[src/rtl/pwm_duty_meter_pkg.sv]
// Shared constants, FSM state codes and a small helper for the PWM duty meter.
package pwm_duty_meter_pkg;

    localparam int DUTY_W          = 7;
    localparam int PCT_SCALE       = 100;
    localparam int CNT_W_DEF       = 27;
    localparam int TIMEOUT_CYC_DEF = 2_500_000;
    localparam int SYNC_STAGES_DEF = 2;

    localparam logic [1:0] ST_DISARMED = 2'd0;
    localparam logic [1:0] ST_ARMED    = 2'd1;
    localparam logic [1:0] ST_DIVIDE   = 2'd2;

    // Duty reported when the input is lost: a stuck-high line reads as full duty.
    function automatic logic [DUTY_W-1:0] level_duty(input logic level);
        logic [DUTY_W-1:0] d;
        if (level) begin
            d = 7'd100;
        end else begin
            d = 7'd0;
        end
        return d;
    endfunction

endpackage

[src/rtl/pwm_duty_meter_if.sv]
// PWM input plus measurement results, bundled between the meter and its consumer.
interface pwm_duty_meter_if import pwm_duty_meter_pkg::*; #(
    parameter int CNT_W = CNT_W_DEF
);
    logic              pwm_in;
    logic [DUTY_W-1:0] duty;
    logic [CNT_W-1:0]  high_cnt;
    logic [CNT_W-1:0]  period_cnt;
    logic              valid;
    logic              busy;
    logic              no_signal;

    modport master (output pwm_in,
                    input  duty, high_cnt, period_cnt, valid, busy, no_signal);
    modport slave  (input  pwm_in,
                    output duty, high_cnt, period_cnt, valid, busy, no_signal);
endinterface

[src/rtl/pwm_duty_meter_seq_divider.sv]
// Unsigned restoring divider, one quotient bit per clock. The first bit is
// resolved in the start cycle itself, so done follows start by exactly N_W clocks.
module pwm_duty_meter_seq_divider #(
    parameter int N_W = 34,
    parameter int D_W = 27,
    parameter int Q_W = 7
) (
    input  logic           clk,
    input  logic           reset_n,
    input  logic           start_i,
    input  logic [N_W-1:0] num_i,
    input  logic [D_W-1:0] den_i,
    output logic [Q_W-1:0] quo_o,
    output logic           done_o
);
    localparam int             C_W        = $clog2(N_W);
    localparam logic [C_W-1:0] STEPS_LEFT = C_W'(N_W - 1);
    localparam logic [C_W-1:0] C_ONE      = C_W'(1);

    logic [N_W-1:0] num_q, num_d, src_num;
    logic [D_W-1:0] rem_q, rem_d, src_rem;
    logic [D_W-1:0] den_q, den_d, src_den;
    logic [D_W:0]   rem_t, rem_sub;
    logic [C_W-1:0] cnt_q, cnt_d;
    logic           run_q, run_d;
    logic           done_q, done_d;
    logic           q_bit;

    // One restoring step on either the fresh operands or the running state.
    always_comb begin
        if (start_i) begin
            src_num = num_i;
            src_rem = '0;
            src_den = den_i;
        end else begin
            src_num = num_q;
            src_rem = rem_q;
            src_den = den_q;
        end
        rem_t = {src_rem, src_num[N_W-1]};
        if (rem_t >= {1'b0, src_den}) begin
            rem_sub = rem_t - {1'b0, src_den};
            q_bit   = 1'b1;
        end else begin
            rem_sub = rem_t;
            q_bit   = 1'b0;
        end
    end

    // Step sequencing: load on start, count remaining steps, pulse done after the last.
    always_comb begin
        num_d  = num_q;
        rem_d  = rem_q;
        den_d  = den_q;
        cnt_d  = cnt_q;
        run_d  = run_q;
        done_d = 1'b0;
        if (start_i) begin
            num_d = {src_num[N_W-2:0], q_bit};
            rem_d = rem_sub[D_W-1:0];
            den_d = den_i;
            cnt_d = STEPS_LEFT;
            run_d = 1'b1;
        end else if (run_q) begin
            num_d = {src_num[N_W-2:0], q_bit};
            rem_d = rem_sub[D_W-1:0];
            cnt_d = cnt_q - C_ONE;
            if (cnt_q == C_ONE) begin
                run_d  = 1'b0;
                done_d = 1'b1;
            end else begin
                run_d  = 1'b1;
                done_d = 1'b0;
            end
        end else begin
            run_d = 1'b0;
        end
    end

    // Divider state registers; reset aborts any division in flight.
    always_ff @(posedge clk) begin
        if (!reset_n) begin
            num_q  <= '0;
            rem_q  <= '0;
            den_q  <= '0;
            cnt_q  <= '0;
            run_q  <= 1'b0;
            done_q <= 1'b0;
        end else begin
            num_q  <= num_d;
            rem_q  <= rem_d;
            den_q  <= den_d;
            cnt_q  <= cnt_d;
            run_q  <= run_d;
            done_q <= done_d;
        end
    end

    assign quo_o  = num_q[Q_W-1:0];
    assign done_o = done_q;

endmodule

[src/rtl/pwm_duty_meter.sv]
// Measures period and high time of an asynchronous PWM input between rising
// edges and reports duty in integer percent, with loss-of-signal detection.
module pwm_duty_meter import pwm_duty_meter_pkg::*; #(
    parameter int CNT_W       = CNT_W_DEF,
    parameter int TIMEOUT_CYC = TIMEOUT_CYC_DEF,
    parameter int SYNC_STAGES = SYNC_STAGES_DEF
) (
    input  logic             clk,
    input  logic             reset_n,
    pwm_duty_meter_if.slave  bus
);
    localparam int               N_W         = CNT_W + DUTY_W;
    localparam logic [CNT_W-1:0] CNT_MAX     = {CNT_W{1'b1}};
    localparam logic [CNT_W-1:0] CNT_ONE     = CNT_W'(1);
    localparam logic [CNT_W-1:0] TIMEOUT_VAL = CNT_W'(TIMEOUT_CYC);
    localparam logic [N_W-1:0]   SCALE_N     = N_W'(PCT_SCALE);

    logic [SYNC_STAGES-1:0] sync_q, sync_d;
    logic                   dly_q, dly_d;
    logic [CNT_W-1:0]       cyc_cnt_q, cyc_cnt_d, hi_cnt_q, hi_cnt_d;
    logic [CNT_W-1:0]       per_lat_q, per_lat_d, hi_lat_q, hi_lat_d;
    logic [1:0]             state_q, state_d;
    logic [DUTY_W-1:0]      duty_q, duty_d;
    logic [CNT_W-1:0]       high_cnt_q, high_cnt_d, period_cnt_q, period_cnt_d;
    logic                   valid_q, valid_d, busy_q, busy_d, no_signal_q, no_signal_d;
    logic                   sync_s, r_edge_s, timeout_s, div_start_s, div_done_s;
    logic [N_W-1:0]         num_s;
    logic [DUTY_W-1:0]      div_quo_s;

    function automatic logic [CNT_W-1:0] sat_inc(input logic [CNT_W-1:0] v);
        logic [CNT_W-1:0] r;
        if (v == CNT_MAX) begin
            r = v;
        end else begin
            r = v + CNT_ONE;
        end
        return r;
    endfunction

    assign sync_s    = sync_q[SYNC_STAGES-1];
    assign r_edge_s  = sync_s & ~dly_q;
    assign timeout_s = (cyc_cnt_q == TIMEOUT_VAL);
    assign num_s     = N_W'(hi_cnt_q) * SCALE_N;

    // Input synchronizer, edge-detect delay and the window counters.
    always_comb begin
        sync_d = {sync_q[SYNC_STAGES-2:0], bus.pwm_in};
        dly_d  = sync_s;
        if (r_edge_s) begin
            cyc_cnt_d = CNT_ONE;
            hi_cnt_d  = CNT_ONE;
        end else begin
            cyc_cnt_d = sat_inc(cyc_cnt_q);
            if (sync_s) begin
                hi_cnt_d = sat_inc(hi_cnt_q);
            end else begin
                hi_cnt_d = hi_cnt_q;
            end
        end
    end

    // Measurement FSM: arm on first edge, latch and divide on the next, watch for loss.
    always_comb begin
        state_d      = state_q;
        per_lat_d    = per_lat_q;
        hi_lat_d     = hi_lat_q;
        div_start_s  = 1'b0;
        duty_d       = duty_q;
        high_cnt_d   = high_cnt_q;
        period_cnt_d = period_cnt_q;
        no_signal_d  = no_signal_q;
        valid_d      = 1'b0;
        case (state_q)
            ST_DISARMED: begin
                if (r_edge_s) begin
                    state_d = ST_ARMED;
                end else if (timeout_s) begin
                    duty_d       = level_duty(sync_s);
                    high_cnt_d   = '0;
                    period_cnt_d = '0;
                    no_signal_d  = 1'b1;
                    valid_d      = 1'b1;
                    state_d      = ST_DISARMED;
                end else begin
                    state_d = ST_DISARMED;
                end
            end
            ST_ARMED: begin
                if (r_edge_s) begin
                    per_lat_d   = cyc_cnt_q;
                    hi_lat_d    = hi_cnt_q;
                    div_start_s = 1'b1;
                    state_d     = ST_DIVIDE;
                end else if (timeout_s) begin
                    duty_d       = level_duty(sync_s);
                    high_cnt_d   = '0;
                    period_cnt_d = '0;
                    no_signal_d  = 1'b1;
                    valid_d      = 1'b1;
                    state_d      = ST_DISARMED;
                end else begin
                    state_d = ST_ARMED;
                end
            end
            ST_DIVIDE: begin
                // Edges arriving here only restart the counters; that window is dropped.
                if (div_done_s) begin
                    duty_d       = div_quo_s;
                    high_cnt_d   = hi_lat_q;
                    period_cnt_d = per_lat_q;
                    no_signal_d  = 1'b0;
                    valid_d      = 1'b1;
                    state_d      = ST_ARMED;
                end else begin
                    state_d = ST_DIVIDE;
                end
            end
            default: begin
                state_d = ST_DISARMED;
            end
        endcase
        busy_d = (state_d == ST_DIVIDE);
    end

    // All state and output registers, synchronous active-low reset.
    always_ff @(posedge clk) begin
        if (!reset_n) begin
            sync_q       <= '0;
            dly_q        <= 1'b0;
            cyc_cnt_q    <= '0;
            hi_cnt_q     <= '0;
            per_lat_q    <= '0;
            hi_lat_q     <= '0;
            state_q      <= ST_DISARMED;
            duty_q       <= '0;
            high_cnt_q   <= '0;
            period_cnt_q <= '0;
            valid_q      <= 1'b0;
            busy_q       <= 1'b0;
            no_signal_q  <= 1'b1;
        end else begin
            sync_q       <= sync_d;
            dly_q        <= dly_d;
            cyc_cnt_q    <= cyc_cnt_d;
            hi_cnt_q     <= hi_cnt_d;
            per_lat_q    <= per_lat_d;
            hi_lat_q     <= hi_lat_d;
            state_q      <= state_d;
            duty_q       <= duty_d;
            high_cnt_q   <= high_cnt_d;
            period_cnt_q <= period_cnt_d;
            valid_q      <= valid_d;
            busy_q       <= busy_d;
            no_signal_q  <= no_signal_d;
        end
    end

    pwm_duty_meter_seq_divider #(
        .N_W (N_W),
        .D_W (CNT_W),
        .Q_W (DUTY_W)
    ) u_div (
        .clk     (clk),
        .reset_n (reset_n),
        .start_i (div_start_s),
        .num_i   (num_s),
        .den_i   (cyc_cnt_q),
        .quo_o   (div_quo_s),
        .done_o  (div_done_s)
    );

    assign bus.duty       = duty_q;
    assign bus.high_cnt   = high_cnt_q;
    assign bus.period_cnt = period_cnt_q;
    assign bus.valid      = valid_q;
    assign bus.busy       = busy_q;
    assign bus.no_signal  = no_signal_q;

endmodule

[src/flat_wrapper.sv]
// flat-port wrapper written by rule: the top's interface ports become plain ports
module pwm_duty_meter_flat import pwm_duty_meter_pkg::*;
#(
    parameter int CNT_W       = CNT_W_DEF,
    parameter int TIMEOUT_CYC = TIMEOUT_CYC_DEF,
    parameter int SYNC_STAGES = SYNC_STAGES_DEF
)
  (clk, reset_n, bus_pwm_in, bus_duty, bus_high_cnt, bus_period_cnt, bus_valid, bus_busy, bus_no_signal);
  pwm_duty_meter_if #(.CNT_W(CNT_W)) bus_i ();
  input  logic clk;
  input  logic reset_n;
  input wire logic [$bits(bus_i.pwm_in)-1:0] bus_pwm_in;
  output wire logic [$bits(bus_i.duty)-1:0] bus_duty;
  output wire logic [$bits(bus_i.high_cnt)-1:0] bus_high_cnt;
  output wire logic [$bits(bus_i.period_cnt)-1:0] bus_period_cnt;
  output wire logic [$bits(bus_i.valid)-1:0] bus_valid;
  output wire logic [$bits(bus_i.busy)-1:0] bus_busy;
  output wire logic [$bits(bus_i.no_signal)-1:0] bus_no_signal;
  assign bus_i.pwm_in = bus_pwm_in;
  assign bus_duty = bus_i.duty;
  assign bus_high_cnt = bus_i.high_cnt;
  assign bus_period_cnt = bus_i.period_cnt;
  assign bus_valid = bus_i.valid;
  assign bus_busy = bus_i.busy;
  assign bus_no_signal = bus_i.no_signal;
  pwm_duty_meter #(.CNT_W(CNT_W), .TIMEOUT_CYC(TIMEOUT_CYC), .SYNC_STAGES(SYNC_STAGES)) u_core (.clk(clk), .reset_n(reset_n), .bus(bus_i));
endmodule
[config.mk]
export PLATFORM = sky130hd
export DESIGN_NAME = pwm_duty_meter_flat
export DESIGN_NICKNAME = d
export VERILOG_FILES = /design/src/rtl/pwm_duty_meter_pkg.sv /design/src/rtl/pwm_duty_meter_if.sv /design/src/rtl/pwm_duty_meter_seq_divider.sv /design/src/rtl/pwm_duty_meter.sv /design/src/flat_wrapper.sv
export SDC_FILE = /design/constraint.sdc
export NUM_CORES = 1
export LEC_CHECK = 0
export CAP_MARGIN = 0
export CORE_MARGIN = 4
export CORE_UTILIZATION = 59
export DETAILED_ROUTE_END_ITERATION = 16
export PLACE_DENSITY_LB_ADDON = 0.2
export SLEW_MARGIN = 20
export SYNTH_ARGS = -nofsm -noshare
export SYNTH_HDL_FRONTEND = slang
export SYNTH_SLANG_ARGS = --single-unit
[constraint.sdc]
create_clock -name clk -period 8 [get_ports clk]
set_clock_uncertainty 0.2 [all_clocks]
set_input_delay 1.6 -clock clk [delete_from_list [all_inputs] [get_ports clk]]
set_output_delay 1.6 -clock clk [all_outputs]
set_load 0.02 [all_outputs]
---- After elaboration in Yosys (flattened, before gate mapping) ----
Index checks and enable logic that the tools add are counted.
word-level totals
  flip-flop bits (word level) ............. 273
  output and inout bits ................... 64
cells by class
  $add $sub $neg .......................... 4
  $mul .................................... 1
  order comparisons ....................... 1
  equality and inequality tests ........... 12
  muxes and demuxes ....................... 46
  bitwise logic cells ..................... 5
  reduce and logical (&&, ||, !) cells .... 12
operators by type and width
  cell                     count
  $mux W27                 9
  $pmux W27 S2             2
  $mux W34                 3
  $add A27 B1 Y27 const B  2
  $eq A27 B27 Y1 const B   2
  $mul A27 B5 Y32 const B  1
  $ge A28 B27 Y1           1
  $mux W7                  4
  $eq A27 B22 Y1 const B   1
  $sub A27 B27 Y27         1
  $mux W1                  20
  $pmux W7 S2              1
  $mux W6                  2
  $eq A6 B1 Y1 const B     1
  $ne A2 B1 Y1 const B     3
  $pmux W2 S3              1
  $reduce_and A2 Y1        3
  $reduce_bool A2 Y1       3
  $reduce_or A2 Y1         3
  $sub A6 B1 Y6 const B    1
  $eq A2 B2 Y1 const B     2
  $mux W2                  2
  $ne A2 B2 Y1 const B     2
  $not A1 Y1               4
  6 further kinds          7

---- Logic depth before layout (Yosys ltp) ----
Gate-level depths: netlist of the first run.
  depth in word-level cells ............... 9
  gate-level depth with buffers ........... 26
  mapped depth without buffers ............ 24

---- Modules after synthesis ----
From an unflattened synthesis of the first run, not the netlist that was laid out.
unflattened totals
  cell total of the unflattened synthesis .. 1825
  area total of the unflattened synthesis .. 15508.6 um^2
by module, submodules not included
  module                      instances  cells each  area an instance (um^2)  sequential area each (um^2)
  pwm_duty_meter              1          1140        9451.6                   3543.4
  pwm_duty_meter_seq_divider  1          685         6057.1                   1921.8

---- Least setup slack after synthesis of the first run ----
No wires, ideal clock.
  kind .................................... reg2reg
  from .................................... reg u_core.hi_cnt_q[6]
  to ...................................... reg u_core.u_div.rem_q[6]
  arrival time ............................ 5.598 ns
  required time ........................... 7.667 ns
  path slack .............................. 2.069 ns
  cell stages (with the launch flop) ...... 26
  buffers on the path ..................... 1
  period minus slack after synthesis ...... 5.931 ns
  cells stage by stage .................... dfxtp_1 > ha_1 > ha_1 > inv_1 > fa_1 > inv_1 > ha_1 > a2111oi_0 > o21ai_1 > a311oi_2 > nor2_1 > a2111oi_2 > xnor2_1 > mux2i_1 > ha_1 > inv_1 > fa_1 > a21o_1 > a221oi_2 > o31a_4 > o31ai_4 > o221ai_2 > nand2_1 > buf_4 > mux2i_1 > a21oi_1
on the way
  longest elaborated chain between the ends .. 6
  elaborated cells on any way between the ends .. 7
  classes of those cells .................. add/sub (1); mul (1); order compare (1); mux (4)
RTL lines
  element                                                    RTL line                                                            source
  start: declaration                                         pwm_duty_meter.sv:20                                                logic [CNT_W-1:0] cyc_cnt_q, cyc_cnt_d, hi_cnt_q, hi_cnt_d;
  start signal: assignment                                   pwm_duty_meter.sv:145                                               hi_cnt_q <= hi_cnt_d;
  $mul A27 B5 Y32 (*)                                        pwm_duty_meter.sv:43                                                assign num_s = N_W'(hi_cnt_q) * SCALE_N;
  $mux W34 (*)                                               pwm_duty_meter_seq_divider.sv:31                                    if (start_i) begin
  $sub A27 B27 Y27 / $ge A28 B27 Y1 (equally long branches)  pwm_duty_meter_seq_divider.sv:42, pwm_duty_meter_seq_divider.sv:41
  $mux W27 (*)                                               pwm_duty_meter_seq_divider.sv:41                                    if (rem_t >= {1'b0, src_den}) begin
  $mux W27                                                   pwm_duty_meter_seq_divider.sv:64                                    end else if (run_q) begin
  $mux W27 (*)                                               pwm_duty_meter_seq_divider.sv:58                                    if (start_i) begin
  end signal: assignment                                     pwm_duty_meter_seq_divider.sv:91                                    rem_q <= rem_d;
  end: declaration                                           pwm_duty_meter_seq_divider.sv:21                                    logic [D_W-1:0] rem_q, rem_d, src_rem;
Every way passes the cells marked *; elsewhere a longest branch is shown, timed or not. The select of a mux whose other input is x is not followed.
A chain may end at the register's enable or synchronous reset.

---- Worst setup path in the final report of the first run ----
  from .................................... reg u_core.hi_cnt_q[6]
  to ...................................... reg u_core.u_div.rem_q[21]
The elaborated chain is that of the path after synthesis.

==> results.toml, run 1 <==
[timing]
tns_ns = 0
whs_ns = 0.246
worst_pin_slew_ns = 1.04
period_needed_ns = 7.10
hold_viol = 0
fin_crit_sh_pct = 88.7
slew_headroom_pct = 31.0
rsz0062_at_grt = "no"
maxSlewViolCount = 0
fmax_ghz = 0.141
setup_viol = 0

[synth]
synth_edf_count = 0
yosysWarnings = 0
ys_seq_area_share_pct = 36.2
postSynthCellCount = 1840
synth_cell_types = 72
synth.ff_latch_count = 273
synth.top_cells.by_count = "273 x dfxtp_1, 251 x nand2_1, 197 x a21oi_1"
synth_top_cell_area_share_pct = 36.2
ys_dominant_reg_cell = "dfxtp_1"
synth_fp_nets = 1982
yosysMostFrequentCell = "dfxtp_1"
synth.avg_cell_area_um2 = 8.20
yosysTopAreaCell = "dfxtp_1"
syn_area_um2 = 15100
synth_area_leaders = "dfxtp_1 36%, ha_1 9.6%, a21oi_1 6.5%"
ys_async_sr_fraction_pct = 0

[clocking]
cts_tree = "done"
clock_latency_ns = 0.56
clockBufferDepth = 3
root_buffer = "clkbuf_16"
cts_hold_buf = 0
cts_buffers = 29
post_cts_buffers = 0
clk_pin_slew_ns = 0.06
cts_resized = 0
clock_sinks = 273
htreeDepth = 1

[detailed_routing]
routed_via_density = 5.77
dr.pass1.iters = 5
dr_total_vias = 12698
routed_wl_um = 35400
drtIter0Drc = 864
ant_nets = 0
drc_errors = 0
drt-wirelength-per-cell_um = 16.1

[grt]
grt_pass1_vias = 12175
grtUsageTotal_pct = 24.6
antenna_found_initial = 0
grt_overflow = 0
grt_max_degree = 103
grt_pass1_wl_um = 59200

[critical_path]
r2r_slack_ns = 0.90
r2r_cells = 25
cpPeakStageDelay_ns = 0.50
crit_slowest_cell = "a2111oi_0"
r2r_start = "u_core.hi_cnt_q[6]"
crit_arrival_ns = 7.30
startpoint_type = "flop"
endpoint_kind = "flop"
worstPathMaxFanout = 17
cp.required_ns = 8.21
path_class = "flop to flop"
timing.rr.end = "u_core.u_div.rem_q[21]"
cp_common_cell = "ha_1"

[layout]
final_nets = 1991
drive_gt1_share_pct = 4.12
syn_to_final_growth_pct = 11.2
diodes = 0
fin_util_pct = 66.7

[run]
cap_viol_max_count = 0

[floorplanning]
dieArea_um2 = 28200
core_area_um2 = 25200
die_y_um = 168
die_x_um = 168
core.rowCount = 58
ios = 67
initial_core_util_pct = 59.9

[placement]
io_buffers = 66
place_congestion = 0.930
dp_hpwl_um = 25200

[power_and_ir_drop]
p_total_w = 0.00284
peakVddDrop_mv = 0.193
power_density_nw_per_um2 = 169
power_leakage_nw = 6.81

[outcome]
status = "finished, final reports clean"

[worst_hold_path]
min-delay-start = "u_core.sync_q[0]"
hp-class = "flop to flop"
whs_path_depth = 1
hold_end = "u_core.sync_q[1]"
cell type report:
class                      count  area (um2)
clock buffer                  40         777
timing repair buffer          78         751
multi-input combinational   1347        8820
tap                          330         413
fill                        2097        8390
sequential                   273        5470
inverter                     120         453
clock inverter                12         110
per-layer routing:
metal	vias to the layer above	part of all wire (%)	GRT usage [%]
met3	86	3.6	2.93
met1	5964	43	30.8
met5	-	0	0
li1	6384	-	-
met4	0	4.4	10.6
met2	264	49	42.7
metrics by stage:
stage / instance area (um2) / std cells / setup WS, ns
2_1_floorplan: 15100 / 1840 / 2.07
3_3_place_gp: 15900 / 2148 / 1.29
3_5_place_dp: 15900 / 2148 / 1.03
4_1_cts: 16800 / 2200 / 1.00
5_1_grt: 16800 / 2200 / 0.376
6_report: 16800 / 2200 / 0.903
how the worst max path moves through the flow:
stage	startpoint	to	slack, ns	depth (start not counted)
2_1_floorplan	u_core.hi_cnt_q[6]	u_core.u_div.rem_q[6]	2.07	25
3_3_place_gp	u_core.hi_cnt_q[6]	u_core.u_div.rem_q[19]	1.29	25
3_5_place_dp	u_core.hi_cnt_q[6]	u_core.u_div.rem_q[21]	1.03	25
4_1_cts	u_core.hi_cnt_q[6]	u_core.u_div.rem_q[21]	1.00	25
5_1_grt	u_core.hi_cnt_q[6]	u_core.u_div.rem_q[21]	0.38	25
6_report	u_core.hi_cnt_q[6]	u_core.u_div.rem_q[21]	0.90	25
state kept, by name, summed over array words and instances, names as in the netlist, 2 cells and up:
register / cells
u_core.bus.high_cnt: 27
u_core.u_div.cnt_q: 6
u_core.u_div.den_q: 27
u_core.u_div.rem_q: 27
u_core.state_q: 2
u_core.cyc_cnt_q: 27
u_core.sync_q: 2
u_core.u_div.num_q: 34
u_core.bus.period_cnt: 27
u_core.bus.duty: 7
u_core.hi_lat_q: 27
u_core.per_lat_q: 27
u_core.hi_cnt_q: 27
kinds of logic (layout without fill, tap and decap cells):
family / count (synthesis) / in the layout / synth area share [%]
mux: 49 / 49 / 3.31
fa+ha+maj: 139 / 139 / 12.7
simple gates: 647 / 647 / 19.6
xor+xnor: 90 / 90 / 5.22
flops: 273 / 273 / 36.2
compound gates: 422 / 422 / 17.5
buf+inv: 220 / 250 / 5.58
critical path, delay by kind of cell, from the launching register on:
family | cells | cell delay, ns
compound gates | 10 | 2.77
simple gates | 3 | 0.68
flops | 1 | 0.44
xor+xnor | 1 | 0.12
mux | 1 | 0.24
fa+ha+maj | 6 | 1.97
buf+inv | 4 | 0.51
cells in the final DEF (no fill, tap or decap), types with 6 or more instances in the layout:
master,n
clkinv_2,6
nor3_1,27
o21bai_1,12
o22ai_1,11
a31oi_1,8
nor2_1,141
nor2b_1,7
nand2_1,250
fa_1,23
and2_1,32
clkbuf_1,10
xnor2_1,58
nand2b_1,14
a21o_1,21
a21oi_1,197
clkdlybuf4s50_1,66
o21ai_0,52
nand4_1,23
a21boi_0,28
buf_4,12
ha_1,116
clkbuf_16,29
a211oi_1,32
xor2_1,32
mux2i_1,42
mux2_2,7
a2bb2oi_1,6
dfxtp_1,272
and3_1,14
nand3_1,98
o21a_1,8
inv_1,119
nor4_1,8
or3_1,9
and4_1,7
power breakdown:
group | switching, W | internal [W] | total, W
registers | 0.00000794 | 0.00137 | 0.00138
clock network | 0.000543 | 0.000713 | 0.00126
logic | 0.000129 | 0.0000845 | 0.000213
Power figures use the tool's default switching activity.
==> run 2, diff against run 1 <==
Settings changed: REMOVE_ABC_BUFFERS set to 1.
Clock period 8 ns to 8.96 ns, I/O delays scaled along.
==> run 2 against run 1 <==
Total power is 8.5% lower; die area stayed put; fmax is 2.5% higher; non-clock buffer count is 1 higher; combinational power is 10% lower; critical path depth is 1 lower; first-iteration DRC count is 6.9% lower; worst setup slack better by 1.1 ns; via count is 0.13% higher; critical endpoint is now u_core.u_div.rem_q[19]; highest routed layer unchanged.
==> results.toml, run 2 (synthesis gave the netlist of run 1 again) <==
[placement]
place_congestion = 0.907
dp_hpwl_um = 25300
place_inst = 2149
io_buffers = 66

[layout]
largest-register = "u_core.u_div.num_q"
diodes = 0
layout_common_cells = "272 x dfxtp_1, 249 x nand2_1, 197 x a21oi_1"
final_common_cell = "dfxtp_1"
fillCellCount = 2103
largest_reg_flops = 34
syn_to_final_growth_pct = 11.7
stdcell_count = 2201
drive_gt1_share_pct = 4.33
final_nets = 1991

[grt]
grt_pass1_wl_um = 60300
met3_usage_pct = 2.82
grt_use_met2_pct = 43.3
grt_max_degree = 98
grtUsageTotal_pct = 25.1
grt_pass1_vias = 12252
top_usage_layer = "met2"
grtUsageMet1_pct = 32.3
grt_overflow = 0
antenna_found_initial = 0

[critical_path]
startpoint_type = "flop"
path_class = "flop to flop"
endpoint_kind = "flop"
worstPathMaxFanout = 23
cp.required_ns = 9.14
crit_arrival_ns = 7.11

[clocking]
cts_hold_buf = 0
cts_buffers = 28
post_cts_buffers = 0
root_buffer = "clkbuf_16"
clockBufferDepth = 3
cts_tree = "done"
clock_latency_ns = 0.55
clk_pin_slew_ns = 0.06
clock_sinks = 273
cts_resized = 0
htreeDepth = 1

[worst_hold_path]
hp-class = "flop to flop"

[detailed_routing]
dr_total_vias = 12714
dr.pass1.iters = 5
routed_via_density = 5.78
drc_errors = 0
ant_nets = 0
drt-wirelength-per-cell_um = 16.4
routed_wl_um = 36100
drtIter0Drc = 804

[timing]
rsz0062_at_grt = "no"
setup_viol = 0
tns_ns = 0
fmax_ghz = 0.144
slew_headroom_pct = 31.1
worst_pin_slew_ns = 1.03
period_needed_ns = 6.93
fin_crit_sh_pct = 77.3
maxSlewViolCount = 0
hold_viol = 0

[power_and_ir_drop]
switching_share_pct = 23.0
peakVddDrop_mv = 0.143
internal_power_w = 0.00200
netSwitchingPower_w = 0.000598
p_seq_share_pct = 47.2
comb_power_share_pct = 7.3
power_density_nw_per_um2 = 154
power_frac_clock_pct = 45.5
power_leakage_nw = 6.86

[floorplanning]
ios = 67
dieArea_um2 = 28200
initial_core_util_pct = 59.9
core_area_um2 = 25200
die_y_um = 168
die_x_um = 168
core.rowCount = 58

[run]
cap_viol_max_count = 0

[outcome]
status = "finished, final reports clean"
run 2: path summary, 6_finish.rpt:
check                          start                     end  slack (ns)  cells past startpoint
setup reg to reg  u_core.hi_cnt_q[6]  u_core.u_div.rem_q[19]        2.03                     24
setup / recovery  u_core.hi_cnt_q[6]  u_core.u_div.rem_q[19]        2.03                     24
hold / removal      u_core.sync_q[0]        u_core.sync_q[1]        0.23                      1
hold reg to reg     u_core.sync_q[0]        u_core.sync_q[1]        0.23                      1
run 2: per-stage QoR:
stage                     area (um2)  hold slack [ns]  setup slack (ns)  util [%]  power [W]
final                          16900            0.232              2.03      66.9    0.00260
after global routing           16900            0.271              1.50      66.9    0.00269
after CTS                      16900            0.233              1.67      66.9    0.00262
after detailed placement       15900            0.219              1.71      63.2    0.00144
after global placement         15900            0.215              1.94      63.2    0.00144
after floorplan                14700            0.212             0.819         -    0.00140
run 2: critical path, cell delays in order (launching register included):
cell	delay, ns
dfxtp_1	0.44
ha_1	0.28
ha_1	0.28
inv_1	0.05
fa_1	0.50
inv_1	0.04
ha_1	0.31
a2111oi_0	0.42
o21ai_1	0.22
a311oi_2	0.32
nor2_1	0.14
a2111oi_2	0.35
xnor2_1	0.13
mux2i_1	0.22
ha_1	0.20
inv_1	0.05
fa_1	0.40
a21o_1	0.21
a221oi_2	0.38
o31a_4	0.23
o31ai_4	0.08
o221ai_2	0.30
nand2_2	0.48
nand3_1	0.41
o22ai_1	0.14
run 2: layout make-up:
class	instances	area [um2]	area share [%]
well taps	330	413	2.45
repair buffers	79	758	4.50
clock buffers	44	852	5.05
flip-flops and latches	273	5470	32.4
clock inverters	8	93.8	0.557
inverters	120	455	2.70
multi-input cells	1347	8820	52.3
run 2: metal layers:
layer | vias up | part of all wire (%)
met1 | 5992 | 44
met2 | 286 | 48
met5 | - | 0
met4 | 0 | 4.3
met3 | 75 | 3.6
li1 | 6361 | -
run 2: power groups by stage:
stage               Sequential, W  Clock (W)  Combinational, W
detailed placement        0.00125          0          0.000189
finish                    0.00123    0.00118          0.000191
global route              0.00123    0.00125          0.000208
floorplan                 0.00125          0          0.000143
CTS                       0.00123    0.00121          0.000190
global placement          0.00125          0          0.000186
